`src/rtl/fpadd_pkg.sv`:
```
// Shared types for the FP adder scheduler: FSM states, requester index and NORM timeout default.
package fpadd_pkg;

    localparam int unsigned NORM_MAX_DEFAULT = 24;

    typedef logic reqIdx_t;

    typedef enum logic [2:0] {
        StIdle,
        StLoad,
        StAlign,
        StAdd,
        StNorm,
        StRound,
        StResp
    } schedState_t;

endpackage

```
`src/rtl/fpadd_sched_arb.sv`:
```
// Two-requester grant selection. FPADD_SCHED_RR_EN selects round-robin (with a last-grant
// register); otherwise requester 0 has fixed priority and the module is purely combinational.
module fpadd_sched_arb
    import fpadd_pkg::*;
(
`ifdef FPADD_SCHED_RR_EN
    input  logic       clk,
    input  logic       reset,
    input  logic       accept,
`endif
    input  logic       enable,
    input  logic [1:0] req_valid,
    output logic [1:0] grant
);

`ifdef FPADD_SCHED_RR_EN
    reqIdx_t lastGrant;

    always_ff @(posedge clk or posedge reset) begin
        if (reset) begin
            lastGrant <= 1'b1;
        end else if (accept) begin
            lastGrant <= grant[1];
        end
    end

    always_comb begin
        grant = 2'b00;
        if (enable) begin
            // On contention the requester that did not win last time goes first.
            if (&req_valid) begin
                grant = lastGrant ? 2'b01 : 2'b10;
            end else begin
                grant = req_valid;
            end
        end
    end
`else
    always_comb begin
        grant = 2'b00;
        if (enable) begin
            grant = req_valid[0] ? 2'b01 : {req_valid[1], 1'b0};
        end
    end
`endif

endmodule

```
`src/rtl/fpadd_sched.sv`:
```
// Control FSM sequencing a shared FP adder datapath for two requesters; arbitration mode is
// chosen by FPADD_SCHED_RR_EN (round-robin when defined, fixed priority to requester 0 otherwise).
module fpadd_sched
    import fpadd_pkg::*;
#(
    parameter int unsigned NORM_MAX = NORM_MAX_DEFAULT
) (
    input  logic        clk,
    input  logic        reset,
    input  logic [1:0]  req_valid,
    output logic [1:0]  req_ready,
    input  logic [31:0] req_a0,
    input  logic [31:0] req_b0,
    input  logic [31:0] req_a1,
    input  logic [31:0] req_b1,
    output logic [31:0] dp_opA,
    output logic [31:0] dp_opB,
    output logic        dp_load,
    output logic        dp_align_en,
    output logic        dp_add_en,
    output logic        dp_norm_en,
    output logic        dp_round_en,
    input  logic        dp_norm_done,
    input  logic [31:0] dp_result,
    output logic [1:0]  rsp_valid,
    input  logic [1:0]  rsp_ready,
    output logic [31:0] rsp_data,
    output logic        rsp_timeout,
    output logic        busy
);

    localparam int unsigned CntW = $clog2(NORM_MAX + 1);
    localparam logic [CntW-1:0] NormLimit = CntW'(NORM_MAX);

    schedState_t     state;
    reqIdx_t         owner;
    logic [CntW-1:0] normCnt;
    logic            arbEnable;
    logic            handshake;

    // Gated by reset so req_ready reads 0 while reset is held.
    assign arbEnable = (state == StIdle) && !reset;
    assign handshake = |req_ready;

    fpadd_sched_arb u_arb (
`ifdef FPADD_SCHED_RR_EN
        .clk      (clk),
        .reset    (reset),
        .accept   (handshake),
`endif
        .enable   (arbEnable),
        .req_valid(req_valid),
        .grant    (req_ready)
    );

    always_ff @(posedge clk or posedge reset) begin
        if (reset) begin
            state       <= StIdle;
            owner       <= 1'b0;
            normCnt     <= '0;
            dp_opA      <= '0;
            dp_opB      <= '0;
            dp_load     <= 1'b0;
            dp_align_en <= 1'b0;
            dp_add_en   <= 1'b0;
            dp_norm_en  <= 1'b0;
            dp_round_en <= 1'b0;
            rsp_valid   <= 2'b00;
            rsp_data    <= '0;
            rsp_timeout <= 1'b0;
            busy        <= 1'b0;
        end else begin
            dp_load     <= 1'b0;
            dp_align_en <= 1'b0;
            dp_add_en   <= 1'b0;
            dp_round_en <= 1'b0;
            unique case (state)
                StIdle: begin
                    if (handshake) begin
                        dp_opA  <= req_ready[1] ? req_a1 : req_a0;
                        dp_opB  <= req_ready[1] ? req_b1 : req_b0;
                        owner   <= req_ready[1];
                        busy    <= 1'b1;
                        dp_load <= 1'b1;
                        state   <= StLoad;
                    end
                end
                StLoad: begin
                    dp_align_en <= 1'b1;
                    state       <= StAlign;
                end
                StAlign: begin
                    dp_add_en <= 1'b1;
                    state     <= StAdd;
                end
                StAdd: begin
                    dp_norm_en <= 1'b1;
                    normCnt    <= CntW'(1);
                    state      <= StNorm;
                end
                StNorm: begin
                    // A done in the limit cycle still counts as a normal completion.
                    if (dp_norm_done || normCnt == NormLimit) begin
                        dp_norm_en  <= 1'b0;
                        rsp_timeout <= !dp_norm_done;
                        dp_round_en <= 1'b1;
                        state       <= StRound;
                    end else begin
                        normCnt <= normCnt + CntW'(1);
                    end
                end
                StRound: begin
                    rsp_data  <= dp_result;
                    rsp_valid <= owner ? 2'b10 : 2'b01;
                    state     <= StResp;
                end
                StResp: begin
                    if (rsp_ready[owner]) begin
                        rsp_valid <= 2'b00;
                        busy      <= 1'b0;
                        state     <= StIdle;
                    end
                end
                default: state <= StIdle;
            endcase
        end
    end

endmodule

```
`config.mk`:
```
export PLATFORM = sky130hd
export DESIGN_NAME = fpadd_sched
export DESIGN_NICKNAME = d
export VERILOG_FILES = /design/src/rtl/fpadd_pkg.sv /design/src/rtl/fpadd_sched_arb.sv /design/src/rtl/fpadd_sched.sv
export SDC_FILE = /design/constraint.sdc
export NUM_CORES = 1
export LEC_CHECK = 0
export ABC_AREA = 1
export CAP_MARGIN = 40
export CORE_MARGIN = 1.5
export CORE_UTILIZATION = 39
export CTS_BUF_LIST = sky130_fd_sc_hd__clkbuf_16
export DETAILED_ROUTE_END_ITERATION = 6
export PLACE_DENSITY = 0.86
export SETUP_SLACK_MARGIN = 0.5
export SYNTH_ARGS = -nofsm -noshare
export SYNTH_HDL_FRONTEND = slang
export SYNTH_SLANG_ARGS = --single-unit
```
`constraint.sdc`:
```
create_clock -name clk -period 9.7 [get_ports clk]
set_input_delay 1.94 -clock clk [delete_from_list [all_inputs] [get_ports clk]]
set_output_delay 1.94 -clock clk [all_outputs]
set_load 0.05 [all_outputs]
```
==> metrics.txt <==
Net Switching=0.001429 W; cell with the most instances after synthesis=nand2_1; post-synthesis sequential area ratio=0.5052; Avg Cell Area, Syn=7.864 µm²; Yosys cell types=25; asr flop ratio synth=1.000; CTS tree=built; total power=0.003120 W; post-detailed-route count of antenna-violating nets=0; synthesis-to-finish area growth=60.60%; WP data arrival=approximately 4300 ps; setup TNS=0 ps; worst-margin pin slew=779.3 ps; Worst path top cell family by delay=buffers and inverters; nets=approximately 1200; Final GP Congestion=0.7606; PwrDens=344.0 nW/µm²; adder-cell share of the synthesized area=0.004432; die height=123.3 µm; top cells by count, synth=nand2_1, inv_1, dfrtp_1; Layout Skew=11.21 ps; H-tree levels=4; CP required=~7800 ps; global-route wire length before repair=about 25 mm; PostCTS Resize Cnt=0; # diodes=0; top cells by area, synth=dfrtp_1, nand2_1, inv_1, nand3_1, mux2_2; Yosys top cell by area=dfrtp_1; largest net degree at the start of global routing=67; vias per cell=between 4 and 5; clk slew on worst S/H paths=~50 ps; final cell count without fillers=1176; total grt overflow=0; Tcrit/Tclk final=0.6448; EDFF count, synth=0; GRT Overall Usage=0.2111; setup violators final=0; setup repair bufs after CTS=0; First DRT Iteration DRCs=~200; Leakage=4.715 nW; synthesized instance count=718; Synth warnings=0; area of the die=15210 µm²; routed len/inst=13.63 µm; Clk network pwr share=0.208; Placed Cells=1144; Critical Path Sink Type=output pin; Critical Path Max Stage Delay=940 ps; Filler cells=1141; #FFs+latches synth=114; Final min period=6254 ps; Root Buffer=clkbuf_16; Slowest cell on crit path=clkdlybuf4s50_1; Int Pwr=about 0.0017 W; clk sinks=~110; CTS Hold Bufs=0; CP Max Fanout=65; Max Slew Vio Count=0; worst skew pair latency=400 ps; core box area=between 10000 and 15000 µm²; Logic pwr share=0.531; Initial Util=0.4037; post-DP HPWL=about 12 mm; RSZ-0062 raised after global routing=no; # DRC=0; FP Rows=43; simple-gate share of the synthesized area=0.2728; compound-cell area share of the yosys netlist=0.009306; fraction of layout instances using a drive strength above 1=0.07831; status=finished clean; Clock Path Buffers=2; vias in the first global route=5130; first-pass detailed-route iteration total=4; initial antenna violation count=0; Post-Synth XOR/XNOR Area=0.004653; Die W=roughly 120 µm; port bufs=273; kind of critical path=in -> out; Final Hold Viols=0; Post-Syn Nets=887; MaxCap Viol Count=0; Worst setup SP type=primary input; HP Class=reg -> reg; Yosys top cell area share=0.5052; final wirelength=16.03 mm; hold_ws=474.8 ps; mux share of post-synthesis cell area=0.06382; Peak Freq=about 0.16 GHz; clock buffer count from CTS=17; cell mode on critical path=clkdlybuf4s50_1; Post-Syn Area=5647 µm²; IO Count=274; largest family of logic cells by synthesized area=simple AND/OR/NAND/NOR gates; critical path cell sequence=clkdlybuf4s50_1 > inv_1 > nand2_1 > nor3_4 > buf_4 > clkdlybuf4s50_1; Slew headroom=0.4805; top_reg_cell synth=dfrtp_1; sequential power share=0.262; via count=~5300; sw frac=0.4581; worst vdd ir=0.0001737 V; CP bufs+invs=4
==> layout make-up <==
type / instances / area [µm²] / share of cell area
Clock inverter: 15 / 191.4 / 0.02111
Clock buffer: 17 / 425.4 / 0.04691
Timing Repair Buffer: 279 / 2790 / 0.3077
Multi-Input combinational cell: 422 / 2022 / 0.2230
Sequential cell: 114 / 2853 / 0.3146
Tap cell: 180 / 225.2 / 0.02483
Inverter: 149 / 561.8 / 0.06195
==> cells by family after synthesis <==
family                     after synthesis
and+or+nand+nor                        375
buffers and inverters                  182
DFF                                    114
muxes                                   32
AOI/OAI and AO/OA                       10
xor gates and xnor gates                 3
adders and majority gates                2
==> final timing paths <==
| path | from | end | slack, ps | cells past startpoint |
|---|---|---|---|---|
| max in group asynchronous | reset | rsp_data[17] | 6320 | 3 |
| hold reg to reg | dp_opA[6] | dp_opA[6] | 470 | 2 |
| min in group asynchronous | reset | dp_opA[5] | 2150 | 2 |
| setup reg to reg | state[0] | dp_opB[31] | 7190 | 8 |
| setup / recovery | req_valid[0] | req_ready[1] | 3450 | 6 |
| hold / removal | dp_opA[6] | dp_opA[6] | 470 | 2 |
==> per-layer routing <==
metal | vias to the layer above | track usage | wire length, µm | part of all wire
li1 | 2648 | - | - | -
met1 | 2405 | 0.2391 | 6349 | 0.40
met2 | 206 | 0.3726 | 7976 | 0.50
met3 | 25 | 0.06365 | 1340 | 0.084
met4 | 0 | 0.08190 | 368 | 0.023
met5 | - | 0 | 0 | 0
==> through the flow <==
step	util	setup slack (ps)	instance area, µm²
global placement	0.6028	3479	8432
CTS	0.6483	3444	9069
floorplan	-	2614	5647
detailed placement	0.6042	3453	8452
global route	0.6483	3359	9069
finish	0.6483	3446	9069
==> power groups by stage <==
stage	Clock (W)	Sequential, W	Combinational, W
final	0.000647	0.000817	0.00166
after detailed placement	0	0.000821	0.00167
after global placement	0	0.000809	0.00164
after CTS	0.000657	0.000818	0.00167
after floorplan	0	0.00151	0.000381
after global routing	0.000684	0.000843	0.00175
==> worst register-to-register path: stages (launching register included) <==
cell and delay (ps):
dfrtp_1 470, nor2_4 180, nand2_2 110, nor2_4 140
nand2_2 400, nand2_2 160, buf_4 590, nand3_1 280
nand2_1 120
==> state kept, by name, indices dropped and copies added (netlist names) <==
name / flops
dp_opA: 32
dp_opB: 32
rsp_data: 32
normCnt: 5
state: 3
rsp_valid: 2
busy: 1
dp_add_en: 1
dp_align_en: 1
dp_load: 1
dp_norm_en: 1
dp_round_en: 1
owner: 1
rsp_timeout: 1
==> layout by cell type (no fill, tap or decap), drive strengths merged, types with 7 or more instances in the layout <==
master	synthesis	final
clkbuf	3	17
clkdlybuf4s50	0	273
dfrtp	114	114
inv	149	151
mux2	32	32
nand2	286	286
nand3	73	73
nor2	12	12
o21ai	7	7
No activity file was read; power rests on OpenSTA's default activity.
